--- config.mk ---
export PLATFORM = sky130hd
export DESIGN_NAME = uart_rx_param
export DESIGN_NICKNAME = d
export VERILOG_FILES = /design/src/rtl/uart_pkg.sv /design/src/rtl/uart_baud_tick.sv /design/src/rtl/uart_rx_param.sv
export SDC_FILE = /design/constraint.sdc
export NUM_CORES = 1
export LEC_CHECK = 0
export BUFFER_PORTS_ARGS = -buffer_cell sky130_fd_sc_hd__clkbuf_2
export CORE_ASPECT_RATIO = 1.5
export CORE_MARGIN = 1
export CORE_UTILIZATION = 50
export CTS_BUF_LIST = sky130_fd_sc_hd__clkbuf_4
export DETAILED_ROUTE_END_ITERATION = 16
export PLACE_DENSITY = 0.68
export SLEW_MARGIN = 20
export SYNTH_ARGS = -nofsm -noshare
export SYNTH_HDL_FRONTEND = slang
export SYNTH_HIERARCHICAL = 1
export SYNTH_SLANG_ARGS = --single-unit
--- constraint.sdc ---
create_clock -name sysclk -period 2.7 [get_ports sysclk]
set_input_delay 0.54 -clock sysclk [delete_from_list [all_inputs] [get_ports sysclk]]
set_output_delay 0.54 -clock sysclk [all_outputs]
set_load 0.005 [all_outputs]
--- src/rtl/uart_pkg.sv ---
// Shared types and helpers for the parametrised UART receiver.
// The tick divider is computed at elaboration time from the line rate and the oversampling factor.
package uart_pkg;

    typedef enum logic [2:0] {
        IDLE,
        START,
        DATA,
        PARITY,
        STOP,
        WAIT_HIGH
    } rx_state_t;

    localparam int PAR_NONE = 0;
    localparam int PAR_ODD  = 1;
    localparam int PAR_EVEN = 2;

    // Rounded clk_hz / (baud * os).
    function automatic int calc_div(input int clk_hz, input int baud, input int os);
        longint den;
        den = longint'(baud) * longint'(os);
        return int'((longint'(clk_hz) + den / 2) / den);
    endfunction

endpackage

--- src/rtl/uart_baud_tick.sv ---
// Oversampling tick generator: one-cycle tick every DIV clocks, free-running,
// realigned to the start edge by a one-cycle restart pulse.
module uart_baud_tick #(
    parameter int DIV = 1
) (
    input  logic sysclk,
    input  logic Reset,
    input  logic restart,
    output logic tick
);

    localparam int CW = (DIV > 1) ? $clog2(DIV) : 1;
    localparam logic [CW-1:0] LAST = CW'(DIV - 1);

    logic [CW-1:0] r_cnt;

    always_ff @(posedge sysclk or posedge Reset) begin
        if (Reset) begin
            r_cnt <= '0;
        end else if (restart || r_cnt == LAST) begin
            r_cnt <= '0;
        end else begin
            r_cnt <= r_cnt + 1'b1;
        end
    end

    assign tick = (r_cnt == LAST);

endmodule

--- src/rtl/uart_rx_param.sv ---
// Parametrised UART receiver: 2-flop synchroniser, oversampled majority-vote FSM,
// and a valid/ready holding register with frame, parity and overrun flags.
module uart_rx_param #(
    parameter int CLK_HZ     = 100_000_000,
    parameter int BAUD       = 9600,
    parameter int OVERSAMPLE = 16,
    parameter int DATA_BITS  = 8,
    parameter int PARITY     = 0,
    parameter int STOP_BITS  = 1
) (
    input  logic                 sysclk,
    input  logic                 Reset,
    input  logic                 UART_IN,
    output logic [DATA_BITS-1:0] rx_data,
    output logic                 rx_valid,
    input  logic                 rx_ready,
    output logic                 frame_err,
    output logic                 parity_err,
    output logic                 overrun,
    output logic                 busy
);

    import uart_pkg::rx_state_t;
    import uart_pkg::IDLE;
    import uart_pkg::START;
    import uart_pkg::DATA;
    import uart_pkg::STOP;
    import uart_pkg::WAIT_HIGH;
    import uart_pkg::PAR_NONE;
    import uart_pkg::PAR_ODD;
    import uart_pkg::PAR_EVEN;
    import uart_pkg::calc_div;

    localparam int DIV = calc_div(CLK_HZ, BAUD, OVERSAMPLE);
    localparam int TW  = $clog2(OVERSAMPLE);
    localparam logic [TW-1:0] T_S0  = TW'(OVERSAMPLE / 2 - 1);
    localparam logic [TW-1:0] T_S1  = TW'(OVERSAMPLE / 2);
    localparam logic [TW-1:0] T_S2  = TW'(OVERSAMPLE / 2 + 1);
    localparam logic [TW-1:0] T_END = TW'(OVERSAMPLE - 1);
    localparam logic [3:0]    B_DATA_LAST = 4'(DATA_BITS - 1);
    localparam logic [3:0]    B_STOP_LAST = 4'(STOP_BITS - 1);

    rx_state_t            r_state;
    logic [1:0]           r_sync;
    logic                 r_rxs_d;
    logic [TW-1:0]        r_tick_idx;
    logic [3:0]           r_bit_idx;
    logic                 r_s0, r_s1, r_pbit, r_ferr;
    logic [DATA_BITS-1:0] r_shift;
    logic [DATA_BITS-1:0] r_rx_data;
    logic                 r_rx_valid, r_frame_err, r_parity_err, r_overrun;

    logic w_rxs, w_fall, w_restart, w_tick, w_active;
    logic w_vote, w_vote_tick, w_end_tick, w_deliver, w_hs, w_par_x, w_perr;

    assign w_rxs       = r_sync[1];
    assign w_fall      = r_rxs_d & ~w_rxs;
    assign w_restart   = (r_state == IDLE) && w_fall;
    assign w_active    = (r_state != IDLE) && (r_state != WAIT_HIGH);
    assign w_vote      = (r_s0 & r_s1) | (r_s0 & w_rxs) | (r_s1 & w_rxs);
    assign w_vote_tick = w_tick && (r_tick_idx == T_S2);
    assign w_end_tick  = w_tick && (r_tick_idx == T_END);
    assign w_deliver   = (r_state == STOP) && w_vote_tick && (r_bit_idx == B_STOP_LAST);
    assign w_hs        = r_rx_valid & rx_ready;
    assign w_par_x     = (^r_shift) ^ r_pbit;
    assign w_perr      = (PARITY == PAR_ODD)  ? ~w_par_x :
                         (PARITY == PAR_EVEN) ?  w_par_x : 1'b0;

    uart_baud_tick #(.DIV(DIV)) u_tick (
        .sysclk  (sysclk),
        .Reset   (Reset),
        .restart (w_restart),
        .tick    (w_tick)
    );

    always_ff @(posedge sysclk or posedge Reset) begin
        if (Reset) begin
            r_state      <= IDLE;
            r_sync       <= 2'b11;
            r_rxs_d      <= 1'b1;
            r_tick_idx   <= '0;
            r_bit_idx    <= '0;
            r_s0         <= 1'b1;
            r_s1         <= 1'b1;
            r_pbit       <= 1'b0;
            r_ferr       <= 1'b0;
            r_shift      <= '0;
            r_rx_data    <= '0;
            r_rx_valid   <= 1'b0;
            r_frame_err  <= 1'b0;
            r_parity_err <= 1'b0;
            r_overrun    <= 1'b0;
        end else begin
            r_sync  <= {r_sync[0], UART_IN};
            r_rxs_d <= w_rxs;

            if (w_active && w_tick) begin
                r_tick_idx <= (r_tick_idx == T_END) ? '0 : r_tick_idx + 1'b1;
                if (r_tick_idx == T_S0) r_s0 <= w_rxs;
                if (r_tick_idx == T_S1) r_s1 <= w_rxs;
            end

            case (r_state)
                IDLE: begin
                    if (w_fall) begin
                        r_state    <= START;
                        r_tick_idx <= '0;
                        r_ferr     <= 1'b0;
                    end
                end
                START: begin
                    if (w_vote_tick && w_vote) begin
                        r_state <= IDLE;
                    end else if (w_end_tick) begin
                        r_state   <= DATA;
                        r_bit_idx <= '0;
                    end
                end
                DATA: begin
                    if (w_vote_tick) r_shift <= {w_vote, r_shift[DATA_BITS-1:1]};
                    if (w_end_tick) begin
                        if (r_bit_idx == B_DATA_LAST) begin
                            r_bit_idx <= '0;
                            r_state   <= (PARITY != PAR_NONE) ? uart_pkg::PARITY : STOP;
                        end else begin
                            r_bit_idx <= r_bit_idx + 4'd1;
                        end
                    end
                end
                uart_pkg::PARITY: begin
                    if (w_vote_tick) r_pbit <= w_vote;
                    if (w_end_tick) begin
                        r_bit_idx <= '0;
                        r_state   <= STOP;
                    end
                end
                STOP: begin
                    if (w_vote_tick) begin
                        r_ferr <= r_ferr | ~w_vote;
                        if (r_bit_idx == B_STOP_LAST) r_state <= w_vote ? IDLE : WAIT_HIGH;
                    end else if (w_end_tick) begin
                        r_bit_idx <= r_bit_idx + 4'd1;
                    end
                end
                WAIT_HIGH: begin
                    if (w_rxs) r_state <= IDLE;
                end
                default: r_state <= IDLE;
            endcase

            // NOTE: the delivery assignments come after the handshake clear so a
            // simultaneous delivery overrides it (last non-blocking write wins).
            if (w_hs) begin
                r_rx_valid <= 1'b0;
                r_overrun  <= 1'b0;
            end
            if (w_deliver) begin
                if (!r_rx_valid || w_hs) begin
                    r_rx_data    <= r_shift;
                    r_frame_err  <= r_ferr | ~w_vote;
                    r_parity_err <= w_perr;
                    r_rx_valid   <= 1'b1;
                end else begin
                    r_overrun <= 1'b1;
                end
            end
        end
    end

    assign rx_data    = r_rx_data;
    assign rx_valid   = r_rx_valid;
    assign frame_err  = r_frame_err;
    assign parity_err = r_parity_err;
    assign overrun    = r_overrun;
    assign busy       = (r_state != IDLE);

endmodule

Word-level counts from Yosys, hierarchy flattened
Cells that the tools add are included.

word-level totals
  register bits = 46
  bits of input ports = 4
  output and inout port bits = 13
  word-level logic and storage cells = 105

cells by class
  $add $sub $neg = 3
  equality and inequality tests = 23
  mux-type cells = 32
  bitwise operators = 10
  reduce and logical (&&, ||, !) cells = 23

operator list
  kind                     count
  $mux W4                  10
  $mux W3                  10
  $ne A2 B2 Y1 const B     9
  $pmux W3 S6              1
  $pmux W4 S4              1
  $eq A4 B4 Y1 const B     3
  $add A10 B1 Y10 const B  1
  $eq A10 B10 Y1 const B   1
  $mux W10                 1
  $add A4 B1 Y4 const B    2
  $eq A4 B3 Y1 const B     2
  $logic_and A1 B1 Y1      8
  $mux W1                  8
  $reduce_and A2 Y1        4
  $reduce_and A8 Y1        1
  $eq A3 B2 Y1 const B     2
  $eq A3 B3 Y1 const B     2
  $ne A3 B3 Y1 const B     2
  $and A1 B1 Y1            5
  $reduce_and A5 Y1        1
  $logic_not A4 Y1         1
  $reduce_bool A4 Y1       1
  $eq A3 B1 Y1 const B     1
  $logic_not A3 Y1         1
  other kinds (9)          13

Logic depth before layout (Yosys ltp)
Gate-level depths: netlist of the first run.

  word-level depth = 7
  gate-level depth with buffers = 9
  mapped depth without buffers = 8

By module
Netlist of the first run, hierarchy kept.

by module, submodules not included
  module          times used  cells an instance  area each (um2)  seq. area each (um2)
  uart_rx_param   1           167                1826.8           907.1
  uart_baud_tick  1           53                 553.0            250.2

Worst setup path after synthesis of the first run
No wires, ideal clock.

  path kind = register to register
  start point = register u_tick.r_cnt[2]
  end point = register r_frame_err, in the netlist frame_err
  setup time = 0.125 ns
  arrival = 2.088 ns
  required time = 2.575 ns
  slack = 0.488 ns
  stages on the path, launching flop included = 8
  path buffers = 1
  period minus slack after synthesis = 2.212 ns
  cell sequence = dfrtp_1 -> buf_6 -> or3b_4 -> nor3_1 -> nand4b_1 -> nor4_4 -> nand2_4 -> mux2_2

on the way
  cells in the longest elaborated chain, start to end = 5

ends and longest elaborated chain
  what                                line                  text
  start: declaration                  uart_baud_tick.sv:15  logic [CW-1:0] r_cnt;
  start signal: assignment            uart_baud_tick.sv:23  r_cnt <= r_cnt + 1'b1;
  $eq A10 B10 Y1                      uart_baud_tick.sv:27  assign tick = (r_cnt == LAST);
  named net w_tick                    uart_rx_param.sv:53   logic w_rxs, w_fall, w_restart, w_tick, w_active;
  $logic_and A1 B1 Y1                 uart_rx_param.sv:61   assign w_vote_tick = w_tick && (r_tick_idx == T_S2);
  $logic_and A1 B1 Y1 (2 in a row)    uart_rx_param.sv:63   assign w_deliver = (r_state == STOP) && w_vote_tick && (r_bit_idx == B_STOP_LAST);
  $reduce_and A2 Y1 (no source line)  n/a
  end signal: assignment              uart_rx_param.sv:160  r_frame_err <= r_ferr | ~w_vote;
  end: declaration                    uart_rx_param.sv:51   logic r_rx_valid, r_frame_err, r_parity_err, r_overrun;

The timed path passes the listed nets, and every way through them passes these cells.
A chain may end at the register's enable or synchronous reset.

Worst setup path after layout of the first run
  start point = register u_tick.r_cnt[2]
  end point = register r_rx_data[4], in the netlist rx_data[4]

on the way
  cells in the longest elaborated chain, start to end = 5

ends and longest elaborated chain
  what                                line                  text
  $eq A10 B10 Y1                      uart_baud_tick.sv:27
  named net w_tick                    uart_rx_param.sv:53
  $logic_and A1 B1 Y1                 uart_rx_param.sv:61
  $logic_and A1 B1 Y1 (2 in a row)    uart_rx_param.sv:63
  $reduce_and A2 Y1 (no source line)  n/a
  end signal: assignment              uart_rx_param.sv:159  r_rx_data <= r_shift;
  end: declaration                    uart_rx_param.sv:50   logic [DATA_BITS-1:0] r_rx_data;

The timed path passes the listed nets, and every way through them passes these cells.

==> results.toml, run 1 <==
[setup_path]
crit-reg2reg-capture = "rx_data[4]"
ff2ff_path_depth = 6
timing_worst_setup_path_type = "reg -> reg"
r2r_slack_ns = 0.38
worst_setup_path_end_kind = "flop"
cp-start-kind = "flop"
reg2reg_from = "u_tick/r_cnt[2]"
path_max_fanout = 9
critical_path_required_ns = 2.95
timing.critical_path.arrival_ns = 2.58

[clocking]
ctsResizeCount = 0
cts.reportedPaths.clkPinSlew_ns = 0.14
post-cts-setup-buffer-count = 0
cts_hold_repair.buffers = 0
cts.path.max_buffers = 2
worstSkewPairLatency_ns = 0.36
cts_buffers = 5
cts_root_buf = "sky130_fd_sc_hd__clkbuf_4"
cts_tree = "yes"
cts.sink_count = 46
cts-htree-levels = 2

[routing]
routed_wire_length_per_instance_um = 14.3
viasPerCell = 5.59
drt_pre_antenna_iters = 4
vias = 1682
first_iter_violations = 103
drt.antenna.violating_nets = 0
routed_wirelength_um = 4300
drt_drc_violations_left = 0

[synth]
yosys_warnings = 6
synth.cell_area_um2 = 2380
ys_seq_elements = 46
syn-num-nets = 231
synth_edf_count = 0
synth-seq-area-share_pct = 48.6
syn_inst = 220
asyncSetResetFlopFracSynth_pct = 100
post_synth_num_cell_types = 56
syn_area_per_cell_um2 = 10.8
synth_top_flop_cell = "sky130_fd_sc_hd__dfrtp_1"

[cells_and_area]
final_net_count = 247
share_of_layout_cells_above_drive_strength_1_pct = 27.0
final_cell_area_um2 = 2570
antennaDiodeCount = 0
area.growth.synth_to_final_pct = 8.04
most-common-layout-cells = "sky130_fd_sc_hd__dfrtp_1 (41), sky130_fd_sc_hd__mux2_2 (19), sky130_fd_sc_hd__clkbuf_2 (15)"
fillerInstances = 412
final_common_cell = "sky130_fd_sc_hd__dfrtp_1"
final_cells = 301
final_util_pct = 56.6

[timing]
max_slew_margin_pct = 64.2
maxSlewViolCount = 0
report.final.setup_viol = 0
final.period_utilization_pct = 86.0
timing.clock.skew_ns = 0.0102
grt_setup_unrepaired = "false"
final_period_minus_worst_setup_slack_ns = 2.32
max_freq_ghz = 0.431
totalNegativeSetupSlack_ns = 0
finalHoldViolations = 0
timing_worst_slew_pin_value_ns = 0.536

[power]
power-per-cell-area_nw_per_um2 = 520
report.power.total_mw = 1.34
max-vdd-ir-drop_v = 0.000396
leakage_nw = 1.18

[job]
maxCapViolations = 0

[grt]
grt_use_total_pct = 19.3
maximum_number_of_pins_on_one_net_before_global_route_repair = 37
total_gr_overflow = 0
grt_pass1_wl_um = 7450
first_global_vias = 1612
antenna_found_initial = 0

[floorplanning]
start_util_pct = 52.4
boundary_pins = 17
core_footprint_um2 = 4540
die-height_um = 86.5
fp.dieW_um = 58.3
num_rows = 30
floorplan.die_area_um2 = 5050

[placed_design]
finalWeightedCongestion = 0.756
number_of_buffer_cells_added_on_primary_ports = 15
dp_hpwl_um = 3030
postPlaceCellArea_um2 = 2510
dp_cells = 293

[hold_path]
hold_path_class = "in -> async"

[status]
run_status = "complete, no violations"
==> final cells by class <==
| type | count | area, um2 | area share, % |
|---|---|---|---|
| inverters | 12 | 45.0 | 1.75 |
| clock buffers | 6 | 45.0 | 1.75 |
| clock inverters | 2 | 13.8 | 0.535 |
| well taps | 64 | 80.1 | 3.11 |
| multi-input cells | 152 | 1120 | 43.7 |
| repair buffers | 19 | 105 | 4.09 |
| flip-flops and latches | 46 | 1160 | 45.0 |
==> how the worst max path moves through the flow <==
| stage | start | slack, ns | cells after the start | end |
|---|---|---|---|---|
| finish | u_tick/r_cnt[2] | 0.38 | 6 | rx_data[4] |
| CTS | u_tick/r_cnt[0] | 0.35 | 8 | rx_data[4] |
| detailed placement | u_tick/r_cnt[0] | 0.37 | 8 | frame_err |
| global route | u_tick/r_cnt[0] | 0.21 | 8 | frame_err |
| global placement | u_tick/r_cnt[2] | 0.43 | 6 | frame_err |
| floorplan | u_tick/r_cnt[2] | 0.49 | 7 | frame_err |
==> synthesized netlist by cell type, drive strengths merged (2+ instances only) <==
master	instances	area [um2]
dfrtp	41	1030
mux2	19	214
o21ai	15	75.1
nor2	14	52.6
a21oi	13	68.8
inv	12	45.0
nand2	10	45.0
nand3	10	50.1
ha	7	87.6
or3	7	46.3
nor2b	6	37.5
buf	5	33.8
clkbuf	5	18.8
dfstp	5	131
nor3b	4	30.0
xor2	4	35.0
nand2b	3	18.8
nand4	3	25.0
o31ai	3	36.3
and3	2	12.5
nor3	2	10.0
nor4	2	27.5
o211ai	2	15.0
o21a	2	15.0
or3b	2	22.5
or4	2	18.8
==> state kept, by name, indices dropped and copies added (netlist names), 2 cells and up <==
signal	flops
rx_data	8
r_sync	2
r_bit_idx	4
r_shift	8
r_tick_idx	4
r_state	3
u_tick/r_cnt	10
==> layer usage <==
| layer | vias to the layer above | GRT usage [%] | routed length (um) |
|---|---|---|---|
| met5 | - | 0 | 0 |
| met4 | 0 | 9.31 | 119 |
| met3 | 10 | 3.58 | 124 |
| met2 | 32 | 31.7 | 2140 |
| met1 | 817 | 24.2 | 1920 |
| li1 | 823 | - | - |
==> kinds of logic (layout without fill, tap and decap cells) <==
| group | count (synthesis) | in the layout | synth area share [%] |
|---|---|---|---|
| AOI/OAI and AO/OA | 46 | 46 | 12.9 |
| xor gates and xnor gates | 5 | 5 | 1.84 |
| adders and majority gates | 8 | 8 | 4.10 |
| buffers and inverters | 22 | 39 | 4.10 |
| DFF | 46 | 46 | 48.6 |
| muxes | 20 | 20 | 9.41 |
| other | 1 | 1 | 0.158 |
| and+or+nand+nor | 72 | 72 | 18.9 |
==> critical path, stage by stage (launching register included) <==
cell and delay (ns):
sky130_fd_sc_hd__dfrtp_1 0.47, sky130_fd_sc_hd__or3b_4 0.42, sky130_fd_sc_hd__nor3_1 0.24, sky130_fd_sc_hd__nand4b_1 0.30
sky130_fd_sc_hd__nor4_4 0.33, sky130_fd_sc_hd__nand2_4 0.15, sky130_fd_sc_hd__mux2_2 0.29
==> where the power goes <==
group	switching [mW]	internal [mW]	leakage [nW]	total [mW]
clock network	0.226	0.113	0.0356	0.339
logic	0.0986	0.0831	0.535	0.182
registers	0.0763	0.741	0.610	0.817
==> through the flow <==
step | setup slack (ns) | hold WS (ns)
4_1_cts | 0.352 | 0.108
6_report | 0.377 | 0.109
5_1_grt | 0.208 | 0.135
2_1_floorplan | 0.488 | 0.345
3_5_place_dp | 0.373 | 0.349
3_3_place_gp | 0.430 | 0.347
No activity file was read; power rests on OpenSTA's default activity.
==> run 2: changes to the inputs <==
--- a/config.mk
+++ b/config.mk
@@ -8,12 +8,12 @@
 export BUFFER_PORTS_ARGS = -buffer_cell sky130_fd_sc_hd__clkbuf_2
 export CORE_ASPECT_RATIO = 1.5
 export CORE_MARGIN = 1
-export CORE_UTILIZATION = 50
+export CORE_UTILIZATION = 60
 export CTS_BUF_LIST = sky130_fd_sc_hd__clkbuf_4
 export DETAILED_ROUTE_END_ITERATION = 16
-export PLACE_DENSITY = 0.68
+export GPL_TIMING_DRIVEN = 0
+export PLACE_DENSITY = 0.79
 export SLEW_MARGIN = 20
 export SYNTH_ARGS = -nofsm -noshare
 export SYNTH_HDL_FRONTEND = slang
-export SYNTH_HIERARCHICAL = 1
 export SYNTH_SLANG_ARGS = --single-unit
==> results.toml, run 2 <==
[placed_design]
finalWeightedCongestion = 0.837
number_of_buffer_cells_added_on_primary_ports = 15
dp_hpwl_um = 3280
dp_cells = 265

[routing]
viasPerCell = 5.85
first_iter_violations = 33
wl_met2_um = 2400
detail_route.wirelength.met1_um = 1710
vias = 1598
drt.antenna.violating_nets = 0
drt_pre_antenna_iters = 4
routed_wirelength_um = 4330
routed-wl-met3_um = 120
highest-signal-layer = "met4"
drt_drc_violations_left = 0
routed_wire_length_per_instance_um = 15.9

[timing]
report.final.setup_viol = 0
timing.clock.skew_ns = 0.0130
final.period_utilization_pct = 74.5
grt_setup_unrepaired = "false"
finalHoldViolations = 0
final_period_minus_worst_setup_slack_ns = 2.01
maxSlewViolCount = 0
max_freq_ghz = 0.497
totalNegativeSetupSlack_ns = 0

[floorplanning]
num_rows = 27
floorplan.die_area_um2 = 4150
start_util_pct = 63.5
fp.dieW_um = 53.0
core_footprint_um2 = 3680
die-height_um = 78.4
boundary_pins = 17

[clocking]
cts.path.max_buffers = 2
cts_buffers = 5
cts-htree-levels = 2
cts_hold_repair.buffers = 0
cts.reportedPaths.clkPinSlew_ns = 0.14
ctsResizeCount = 0
cts_root_buf = "sky130_fd_sc_hd__clkbuf_4"
cts_tree = "yes"
post-cts-setup-buffer-count = 0
cts.sink_count = 46
worstSkewPairLatency_ns = 0.37

[job]
maxCapViolations = 0

[setup_path]
timing.critical_path.arrival_ns = 2.27
cp-start-kind = "flop"
timing_worst_setup_path_type = "reg -> reg"
critical_path_required_ns = 2.96
worst_setup_path_end_kind = "flop"
path_max_fanout = 10

[cells_and_area]
multiInputGateArea_um2 = 1080
antennaDiodeCount = 0
regMostFlops = "u_tick.r_cnt"
final_cells = 273
fillerInstances = 284
share_of_layout_cells_above_drive_strength_1_pct = 30.0
final_common_cell = "sky130_fd_sc_hd__dfrtp_1"
final_net_count = 240
layout.area.seq_um2 = 1160
most-common-layout-cells = "sky130_fd_sc_hd__dfrtp_1 (41), sky130_fd_sc_hd__nor2_1 (24), sky130_fd_sc_hd__clkbuf_2 (15)"
area.growth.synth_to_final_pct = 8.89
largest_reg_flops = 10

[grt]
maximum_number_of_pins_on_one_net_before_global_route_repair = 33
total_gr_overflow = 0
grt_use_total_pct = 24.4
antenna_found_initial = 0
first_global_vias = 1706
grt_pass1_wl_um = 7470

[synth]
library_cell_occupying_the_most_area_in_the_post_synthesis_netlist = "sky130_fd_sc_hd__dfrtp_1"
synth_compound_gate_area_share_pct = 8.99
synth_top_cells_by_area = "sky130_fd_sc_hd__dfrtp_1 (44%), sky130_fd_sc_hd__dfstp_2 (5.6%), sky130_fd_sc_hd__mux2_4 (5.1%)"
synth.cells.most_frequent = "sky130_fd_sc_hd__dfrtp_1 (41), sky130_fd_sc_hd__nor2_1 (24), sky130_fd_sc_hd__inv_1 (12)"
synth_top_flop_cell = "sky130_fd_sc_hd__dfrtp_1"
synth_adder_area_share_pct = 4.18
synth-simple-area-share_pct = 18.6
synth_largest_type_area_fraction_pct = 43.9
asyncSetResetFlopFracSynth_pct = 100
ys_seq_elements = 46
muxShareOfSynthArea_pct = 10.4
syn_area_per_cell_um2 = 11.3
post-synth-top-count-cell = "sky130_fd_sc_hd__dfrtp_1"
post_synth_num_cell_types = 55
synth_top_family_by_area = "simple AND/OR/NAND/NOR gates"
yosys_warnings = 0
synth_edf_count = 0
post_synth_xor_area_fraction_pct = 3.75
synth.cell_area_um2 = 2340
syn-num-nets = 217
synth-seq-area-share_pct = 49.5
syn_inst = 206

[power]
report.power.total_mw = 1.42
max-vdd-ir-drop_v = 0.000528
leakage_nw = 1.20
power-per-cell-area_nw_per_um2 = 557

[hold_path]
hold_path_class = "in -> async"

[status]
run_status = "complete, no violations"
-- run 2: changes by cell type in the layout (fill, tap and decap cells not counted), moves of 5 or more --
cell | before | now
sky130_fd_sc_hd__a21oi_1 | 12 | 7
sky130_fd_sc_hd__mux2_2 | 19 | 10
sky130_fd_sc_hd__mux2_4 | 0 | 8
sky130_fd_sc_hd__nor2_1 | 14 | 24
sky130_fd_sc_hd__o21ai_0 | 14 | 6
sky130_fd_sc_hd__xnor2_1 | 1 | 6
-- run 2: metal layers --
| metal | global-route usage, % | up-vias |
|---|---|---|
| met5 | 0 | - |
| met3 | 4.84 | 11 |
| li1 | - | 753 |
| met1 | 25.6 | 792 |
| met2 | 43.9 | 42 |
| met4 | 12.4 | 0 |
-- run 2: stage by stage --
| step | instance area [um2] | setup WS [ns] | util [%] | hold slack (ns) |
|---|---|---|---|---|
| after floorplan | 2340 | 0.855 | - | 0.345 |
| after global placement | 2470 | 0.609 | 67.0 | 0.346 |
| final | 2540 | 0.689 | 69.1 | 0.0934 |
| after CTS | 2540 | 0.680 | 69.1 | 0.0972 |
| after detailed placement | 2490 | 0.693 | 67.5 | 0.349 |
| after global routing | 2540 | 0.549 | 69.1 | 0.101 |
-- run 2: critical path, cell delays in order (launching register included) --
cell                      delay, ns
sky130_fd_sc_hd__dfrtp_1       0.44
sky130_fd_sc_hd__inv_1         0.07
sky130_fd_sc_hd__ha_1          0.15
sky130_fd_sc_hd__and4b_1       0.26
sky130_fd_sc_hd__and4_1        0.22
sky130_fd_sc_hd__buf_6         0.15
sky130_fd_sc_hd__o211a_4       0.17
sky130_fd_sc_hd__buf_8         0.15
sky130_fd_sc_hd__mux2_4        0.31
-- run 2: cell families after synthesis --
kind of cell,after synthesis
adders and majority gates,8
xor gates and xnor gates,10
buffers and inverters,19
other,1
DFF,46
AOI/OAI and AO/OA,29
and+or+nand+nor,74
muxes,19
-- run 2: path summary, 6_finish.rpt --
kind                                      end  depth (start not counted)  slack [ns]       startpoint
worst min-delay path            r_tick_idx[0]                          2        0.09            Reset
max in group asynchronous           r_sync[1]                          3        2.05            Reset
worst max-delay path               rx_data[7]                          8        0.69  u_tick.r_cnt[0]
min in group sysclk                 r_sync[0]                          1        0.25          UART_IN
worst min register to register      r_sync[1]                          0        0.37        r_sync[0]
worst max register to register     rx_data[7]                          8        0.69  u_tick.r_cnt[0]
-- run 2: layout make-up --
cell class | instances | area share, %
Buffer | 7 | 2.31
Clock buffer | 5 | 1.47
Clock inverter | 3 | 0.836
Inverter | 12 | 1.77
Multi-Input combinational cell | 141 | 42.3
Sequential cell | 46 | 45.5
Tap cell | 43 | 2.11
Timing Repair Buffer | 16 | 3.74
-- run 2: power by group --
group	internal [mW]	switching, mW	leakage (nW)
logic	0.125	0.165	0.551
registers	0.741	0.0567	0.613
clock network	0.101	0.228	0.0312
total	0.968	0.450	1.20
